==> src/rtl/uart_cmd_pkg.sv <==
`default_nettype none
// ---------------------------------------------------------------------------
// uart_cmd_pkg: shared types and constants for the UART command framer.  Rev 1.0
// ---------------------------------------------------------------------------
package uart_cmd_pkg;

  typedef enum logic [2:0] {
    IDLE = 3'd0,
    OP   = 3'd1,
    ADDR = 3'd2,
    DHI  = 3'd3,
    DLO  = 3'd4,
    CHK  = 3'd5,
    HOLD = 3'd6
  } state_t;

  localparam int         FRAME_BYTES       = 6;
  localparam logic [7:0] DEFAULT_SYNC_BYTE = 8'hA5;

  // One UART character is 10 bit times (start + 8 data + stop).
  function automatic int timeout_limit(input int clk_freq, input int baud_rate,
                                       input int timeout_bytes);
    return timeout_bytes * 10 * (clk_freq / baud_rate);
  endfunction

endpackage
`default_nettype wire

==> src/rtl/byte_gap_timer.sv <==
`default_nettype none
// ---------------------------------------------------------------------------
// byte_gap_timer: counts idle cycles between bytes, strobes at LIMIT.  Rev 1.0
// ---------------------------------------------------------------------------
module byte_gap_timer #(
  parameter int LIMIT = 156240
) (
  input  logic clk,
  input  logic rst_n,
  input  logic clear,
  input  logic enable,
  output logic expired
);

  localparam int W = $clog2(LIMIT + 1);

  logic [W-1:0] cnt;

  // Strobes on the cycle whose edge would bring the count to LIMIT; a clear wins.
  assign expired = enable && !clear && (cnt == W'(LIMIT - 1));

  always_ff @(posedge clk or negedge rst_n) begin
    if (!rst_n) begin
      cnt <= '0;
    end else if (clear) begin
      cnt <= '0;
    end else if (enable && (cnt != W'(LIMIT))) begin
      cnt <= cnt + W'(1);
    end
  end

endmodule
`default_nettype wire

==> src/rtl/uart_cmd_ctrl.sv <==
`default_nettype none
// ---------------------------------------------------------------------------
// uart_cmd_ctrl: frames 6-byte UART commands and hands them off via valid/ready.  Rev 1.0
// ---------------------------------------------------------------------------
module uart_cmd_ctrl
  import uart_cmd_pkg::*;
#(
  parameter int         CLK_FREQ      = 50000000,
  parameter int         BAUD_RATE     = 9600,
  parameter logic [7:0] SYNC_BYTE     = DEFAULT_SYNC_BYTE,
  parameter int         TIMEOUT_BYTES = 3
) (
  input  logic        clk,
  input  logic        rst_n,
  input  logic [7:0]  rx_data,
  input  logic        rx_valid,
  output logic [7:0]  cmd_op,
  output logic [7:0]  cmd_addr,
  output logic [15:0] cmd_wdata,
  output logic        cmd_valid,
  input  logic        cmd_ready,
  output logic        busy,
  output logic        err_chk,
  output logic        err_timeout,
  output logic        err_overrun
);

  localparam int LIMIT = timeout_limit(CLK_FREQ, BAUD_RATE, TIMEOUT_BYTES);

  state_t     state;
  logic [7:0] op_q, addr_q, dhi_q, dlo_q;
  logic [7:0] chk_calc;
  logic       timer_enable, timer_clear, expired;

  assign timer_enable = (state != IDLE) && (state != HOLD);
  assign timer_clear  = rx_valid || !timer_enable;
  assign chk_calc     = op_q ^ addr_q ^ dhi_q ^ dlo_q;

  byte_gap_timer #(
    .LIMIT(LIMIT)
  ) u_gap_timer (
    .clk    (clk),
    .rst_n  (rst_n),
    .clear  (timer_clear),
    .enable (timer_enable),
    .expired(expired)
  );

  always_ff @(posedge clk or negedge rst_n) begin
    if (!rst_n) begin
      state       <= IDLE;
      op_q        <= '0;
      addr_q      <= '0;
      dhi_q       <= '0;
      dlo_q       <= '0;
      cmd_op      <= '0;
      cmd_addr    <= '0;
      cmd_wdata   <= '0;
      cmd_valid   <= 1'b0;
      busy        <= 1'b0;
      err_chk     <= 1'b0;
      err_timeout <= 1'b0;
      err_overrun <= 1'b0;
    end else begin
      err_chk     <= 1'b0;
      err_timeout <= 1'b0;
      err_overrun <= 1'b0;
      case (state)
        IDLE: begin
          if (rx_valid && (rx_data == SYNC_BYTE)) begin
            state <= OP;
            busy  <= 1'b1;
          end
        end
        // Body bytes are data even if they match the sync marker.
        OP, ADDR, DHI, DLO: begin
          if (rx_valid) begin
            case (state)
              OP:      op_q   <= rx_data;
              ADDR:    addr_q <= rx_data;
              DHI:     dhi_q  <= rx_data;
              default: dlo_q  <= rx_data;
            endcase
            state <= state_t'(state + 3'd1);
          end else if (expired) begin
            err_timeout <= 1'b1;
            state       <= IDLE;
            busy        <= 1'b0;
          end
        end
        CHK: begin
          if (rx_valid) begin
            if (rx_data == chk_calc) begin
              cmd_op    <= op_q;
              cmd_addr  <= addr_q;
              cmd_wdata <= {dhi_q, dlo_q};
              cmd_valid <= 1'b1;
              state     <= HOLD;
            end else begin
              err_chk <= 1'b1;
              state   <= IDLE;
              busy    <= 1'b0;
            end
          end else if (expired) begin
            err_timeout <= 1'b1;
            state       <= IDLE;
            busy        <= 1'b0;
          end
        end
        HOLD: begin
          err_overrun <= rx_valid;
          if (cmd_ready) begin
            cmd_valid <= 1'b0;
            state     <= IDLE;
            busy      <= 1'b0;
          end
        end
        default: begin
          state <= IDLE;
          busy  <= 1'b0;
        end
      endcase
    end
  end

endmodule
`default_nettype wire

==> config.mk <==
export PLATFORM = sky130hd
export DESIGN_NAME = uart_cmd_ctrl
export DESIGN_NICKNAME = d
export VERILOG_FILES = /design/src/rtl/uart_cmd_pkg.sv /design/src/rtl/byte_gap_timer.sv /design/src/rtl/uart_cmd_ctrl.sv
export SDC_FILE = /design/constraint.sdc
export NUM_CORES = 1
export LEC_CHECK = 0
export CAP_MARGIN = 20
export CORE_MARGIN = 1.5
export CORE_UTILIZATION = 55
export DETAILED_ROUTE_END_ITERATION = 8
export GPL_ROUTABILITY_DRIVEN = 0
export PLACE_DENSITY_LB_ADDON = 0.1
export SLEW_MARGIN = 0
export SYNTH_ARGS = -nofsm -noshare
export SYNTH_HDL_FRONTEND = slang
export SYNTH_SLANG_ARGS = --single-unit
==> constraint.sdc <==
create_clock -name clk -period 2.7 [get_ports clk]
set_input_delay 0.54 -clock clk [delete_from_list [all_inputs] [get_ports clk]]
set_output_delay 0.54 -clock clk [all_outputs]
set_load 0.01 [all_outputs]
==> flow_summary.toml, run 1 <==
[status]
outcome = "finished clean"

[detailed_routing]
drt-initial-drc-count = 100
antenna_left = 0
via_per_inst = 5.43
via_count = 2736
post_drt_wl_per_cell_um = 16.1
first_pass_iters = 4
wl_um = 8120
route.detailed.drc = 0

[floorplanning]
pin_count = 49
core.rowCount = 32
die_w_um = 92.1
start_util = 0.568
die-area_um2 = 8480
core_area_um2 = 7690
die_y_um = 92.1

[clocking]
clockBufferDepth = 2
clkSinkCount = 90
cts_max_level = 3
clk_latency_ns = 0.36
clk_pin_slew_worst_paths_ns = 0.09
root_buffer = "clkbuf_8"
cts_tree = "built"
cts_hold_buffers = 0
numCtsBuffers = 9

[timing]
tns_ns = 0
slew_viol_final = 0
finalSetupViolations = 0
period_share = 0.938
slew_headroom = 0.479
fin_worst_skew_ns = 0.0105
rsz0062_at_grt = "no"
max_freq_ghz = 0.395
finalHoldViolCount = 0
max_slew.worst_pin.slew_ns = 0.775
period_minus_slack_ns = 2.53

[logic_synthesis]
synth.distinct_cells = 46
synth-xor-area-share = 0.0995
syn_inst = 329
synth_compound_area_frac = 0.0485
syn_avg_cell_area_um2 = 13.3
ys_async_sr_fraction = 1.00
synth_mux_area_frac = 0.185
synthAdderAreaFrac = 0.0201
synth_area_um2 = 4360
synth_fp_nets = 348
ys_ff_latch = 90
synth_warnings = 0
seq_area_frac_synth = 0.516
synthSimpleGateAreaFrac = 0.104
synth_flop_cell = "dfrtp_1"
synth_top_family_by_area = "multiplexers"
synth_edf_count = 0

[setup_path]
critPathLaunchType = "flop"
critPathCaptureType = "flop"
endpoint = "state[0]$_DFFE_PN0P_"
crit_type = "flop to flop"
crit_fanout = 7
arrival_ns = 2.76
worstReg2RegStart = "state[0]$_DFFE_PN0P_"
rr_worst_depth = 7
rrSetupSlack_ns = 0.17
crit_start = "state[0]$_DFFE_PN0P_"
cp_slowest_stage_delay_ns = 0.60
path_cells = "inv_1 > ha_1 > nor2b_1 > or3b_2 > or4_1 > a21oi_1 > o21ai_0"
r2r-end = "state[0]$_DFFE_PN0P_"
critPathSlowestCell = "or4_1"
required_ns = 2.93

[min_path]
hp-class = "input port to asynchronous set/reset pin"

[finish]
n_antenna_cell = 0
drive_gt1_frac = 0.234
nNetsFinal = 416
area_delta_synth_final_pct = 21.6

[grt]
grt_pass1_wl_um = 13900
overflow = 0
antenna_found_initial = 0
grt_max_degree = 56
grt_pass1_vias = 2752
grt_usage = 0.214

[job]
max-cap-violations = 0

[power_and_ir_drop]
netSwitchingPower_uw = 1660
power.internal_uw = 3300
p_clk_frac = 0.212
leakage_uw = 0.00239
combPwrFrac = 0.394
swShare = 0.334
ir_drop_mv = 0.492
power.density_nw_per_um2 = 934
seq_power_share = 0.394
p_total_uw = 4960

[place]
portBuffers = 48
hpwl_um = 5810
==> kinds of logic after synthesis <==
| group | after synthesis |
|---|---|
| AOI/OAI and AO/OA | 33 |
| xor gates and xnor gates | 37 |
| adders and majority gates | 7 |
| buffers and inverters | 18 |
| DFF | 90 |
| muxes | 65 |
| and+or+nand+nor | 79 |
==> critical path, delay by kind of cell, from the launching register on <==
kind	cells	cell delay, ns
AO/OA/AOI/OAI	2	0.30
adder cells (fa/ha/maj)	1	0.26
buffers and inverters	1	0.10
AND/OR/NAND/NOR	3	1.35
flip-flops	1	0.40
==> cell type report <==
class	count	area, µm²
sequential	90	2250
multi-input combinational	221	1990
inverter	9	33.8
clock buffer	11	151
tap	102	128
timing repair buffer	66	663
clock inverter	5	83.8
fill	562	2380
==> power groups by stage <==
stage,logic [µW],clock network [µW],registers [µW]
global placement,1920,0,1960
finish,1950,1050,1950
detailed placement,1960,0,1980
global route,2120,1130,2000
CTS,1970,1070,1950
floorplan,1540,0,1880
==> layout by cell type (no fill, tap or decap), drive strengths merged, types with 3 or more instances in the layout <==
cell type and n:
dfrtp 90, mux2 64, clkdlybuf4s50 47, buf 19
nor2 18, nand2 17, xor2 16, xnor2 13
clkbuf 11, a21oi 10, inv 10, xnor3 8
o21ai 7, ha 7, nand2b 6, nand3 5
and3 5, or3 4, a31oi 4, nand4 4
o41ai 3, nor3 3, nor4 3
==> worst min path at each step <==
stage,cells after the start,from,to
after floorplan,0,rst_n,addr_q[0]$_DFFE_PN0P_
after global placement,1,cmd_wdata[3]$_DFFE_PN0P_,cmd_wdata[3]$_DFFE_PN0P_
after detailed placement,1,cmd_wdata[5]$_DFFE_PN0P_,cmd_wdata[5]$_DFFE_PN0P_
after CTS,1,rst_n,cmd_addr[6]$_DFFE_PN0P_
after global routing,1,rst_n,cmd_op[4]$_DFFE_PN0P_
final,1,rst_n,cmd_addr[6]$_DFFE_PN0P_
==> metal layers <==
metal	part of all wire	GRT usage
met1	0.49	0.321
met2	0.46	0.319
met3	0.038	0.0390
met4	0.013	0.0641
met5	0	0
==> per-stage QoR <==
step	hold WS (ns)	worst slack, ns	cell area (µm²)	utilization	instances
global route	0.158	0.0300	5310	0.690	504
floorplan	0.244	0.402	4360	-	329
finish	0.124	0.166	5310	0.690	504
global placement	0.471	0.0825	5070	0.660	488
detailed placement	0.478	0.0323	5070	0.660	488
CTS	0.136	0.158	5310	0.690	504
==> state kept, by name (all words and copies together) (netlist names) <==
name             cells
cmd_wdata           16
err_overrun          1
state                3
busy                 1
cmd_valid            1
u_gap_timer.cnt     18
err_timeout          1
dhi_q                8
dlo_q                8
op_q                 8
cmd_addr             8
err_chk              1
cmd_op               8
addr_q               8
==> timing repair <==
item                       4_1_cts  5_1_grt
resized for setup                0        1
buffers inserted                 0        0
setup endpoints to repair        0        3
==> cells in the mapped netlist, types with 2 or more instances <==
cell type   n  share of area
clkbuf_1    3         0.0026
nor2_1     18          0.015
nand3_1     5         0.0057
nand4_1     4         0.0057
a31oi_1     4         0.0057
a22oi_1     2         0.0034
xnor2_1    13          0.026
o21ai_0     7         0.0080
or4_1       2         0.0034
nor4b_1     2         0.0040
nand2b_1    6         0.0086
buf_12      2         0.0092
or3b_2      2         0.0040
o211ai_1    2         0.0034
nand4b_1    2         0.0040
xor2_1     16          0.032
mux2_4     20          0.069
ha_1        7          0.020
xnor3_1     8          0.041
nor3_1      3         0.0034
and3_1      5         0.0072
nand2_1    17          0.015
inv_1       9         0.0077
nor4_4      2         0.0097
or3_1       4         0.0057
mux2_1     12          0.031
dfrtp_1    90           0.52
mux2_2     32          0.083
a21oi_1    10          0.011
o41ai_1     3         0.0060
and2_1      2         0.0029
Power figures use the tool's default switching activity.
==> inputs of run 2 (changes only) <==
--- a/config.mk
+++ b/config.mk
@@ -6,7 +6,6 @@
 export NUM_CORES = 1
 export LEC_CHECK = 0
 export CAP_MARGIN = 20
-export CORE_MARGIN = 1.5
 export CORE_UTILIZATION = 55
 export DETAILED_ROUTE_END_ITERATION = 8
 export GPL_ROUTABILITY_DRIVEN = 0
==> flow_summary.toml, run 2 (same netlist as run 1, synthesis figures left out) <==
[grt]
grt_max_degree = 49
antenna_found_initial = 0
overflow = 0
grt_pass1_vias = 2785
grt_usage = 0.218
grt_pass1_wl_um = 14000

[timing]
finalHoldViolCount = 0
slew_headroom = 0.622
max_slew.worst_pin.slew_ns = 0.568
finalSetupViolations = 0
fin_worst_skew_ns = 0.0131
period_share = 0.920
layout_setup_ws_ns = 0.215
rsz0062_at_grt = "no"
tns_ns = 0
period_minus_slack_ns = 2.48
slew_viol_final = 0
max_freq_ghz = 0.402

[clocking]
clkSinkCount = 90
numCtsBuffers = 9
clk_latency_ns = 0.35
root_buffer = "clkbuf_8"
clk_pin_slew_worst_paths_ns = 0.09
postCtsSetupBuffers = 0
clockBufferDepth = 2
cts_tree = "built"
cts_max_level = 3

[finish]
top_register = "u_gap_timer.cnt"
n_antenna_cell = 0
layout_commonest_cell = "dfrtp_1"
area_delta_synth_final_pct = 21.3
largest_reg_flops = 18
final_cell_mix = "dfrtp_1 (90), clkdlybuf4s50_1 (47), mux2_2 (32), mux2_4 (20), nor2_1 (18)"
fin_area_um2 = 5300
drive_gt1_frac = 0.233
top_regs = "u_gap_timer.cnt (18), cmd_wdata (16)"
nNetsFinal = 418
instances_no_fill = 505

[floorplanning]
start_util = 0.568
die_y_um = 91.1
die_w_um = 91.1
core.rowCount = 32
core_area_um2 = 7690
pin_count = 49
die-area_um2 = 8290

[setup_path]
rrSetupSlack_ns = 0.22
critPathLaunchType = "flop"
cp_slowest_stage_delay_ns = 0.56
required_ns = 2.93
crit_fanout = 7
critPathCaptureType = "flop"
path_cells = "inv_1 > ha_1 > nor2b_1 > or3b_2 > o41ai_1 > a22oi_1 > o32a_1"
critPathSlowestCell = "or3b_2"
arrival_ns = 2.72
crit_type = "flop to flop"

[detailed_routing]
route.detailed.drc = 0
antenna_left = 0
via_per_inst = 5.41
first_pass_iters = 4
post_drt_wl_per_cell_um = 16.4
drt-initial-drc-count = 122
via_count = 2734
wl_um = 8280

[power_and_ir_drop]
leakage_uw = 0.00239
power.density_nw_per_um2 = 930
ir_drop_mv = 0.517
p_total_uw = 4930

[place]
post-place-cells = 490
place_ws_ns = 0.0446
place_area_um2 = 5080
portBuffers = 48
hpwl_um = 5920

[job]
max-cap-violations = 0

[min_path]
hp-class = "input port to asynchronous set/reset pin"

[status]
outcome = "finished clean"
run 2: changes by cell type in the layout (fill, tap and decap cells not counted), moves of 2 or more:
cell | before | now
clkbuf_8 | 11 | 9
clkinv_2 | 0 | 2
buf_4 | 15 | 17
clkinvlp_4 | 2 | 0
run 2: path summary, 6_finish.rpt:
path / from / end / cells past startpoint
worst max-delay path: state[1]$_DFFE_PN0P_ / busy$_DFFE_PN0P_ / 7
worst min-delay path: rst_n / cmd_addr[6]$_DFFE_PN0P_ / 1
worst max register to register: state[1]$_DFFE_PN0P_ / busy$_DFFE_PN0P_ / 7
worst min register to register: cmd_wdata[5]$_DFFE_PN0P_ / cmd_wdata[5]$_DFFE_PN0P_ / 1
max in group asynchronous: rst_n / err_chk$_DFF_PN0_ / 2
min in group clk: cmd_wdata[5]$_DFFE_PN0P_ / cmd_wdata[5]$_DFFE_PN0P_ / 1
run 2: timing repair:
| item | CTS | global route |
|---|---|---|
| gates resized for setup | 0 | 1 |
| endpoints found under the setup margin | 0 | 1 |
| hold buffers | 0 | 0 |
run 2: cell type report:
type	count	area (µm²)
clock inverter	5	78.8
timing repair buffer	68	678
tap	102	128
fill	583	2390
clock buffer	10	128
inverter	9	33.8
multi-input combinational	221	2000
sequential	90	2250
run 2: layer usage:
metal / routed length (µm) / GRT usage
met5: 0 / 0
met4: 113 / 0.0714
met3: 298 / 0.0302
met2: 3860 / 0.344
met1: 4020 / 0.313
run 2: worst max-delay path, delay by kind of cell (launching register included):
family,cells,cell delay (ns)
AO/OA/AOI/OAI,3,0.84
flip-flops,1,0.44
AND/OR/NAND/NOR,2,0.76
buffers and inverters,1,0.09
adder cells (fa/ha/maj),1,0.25
run 2: through the flow:
step | hold WS (ns) | utilization
after floorplan | 0.244 | -
after global placement | 0.470 | 0.661
after detailed placement | 0.474 | 0.661
after CTS | 0.185 | 0.688
after global routing | 0.201 | 0.689
final | 0.172 | 0.689
run 2: power breakdown:
group | switching (µW) | internal (µW)
registers | 285 | 1650
logic | 924 | 1080
clock network | 468 | 518
total | 1680 | 3250
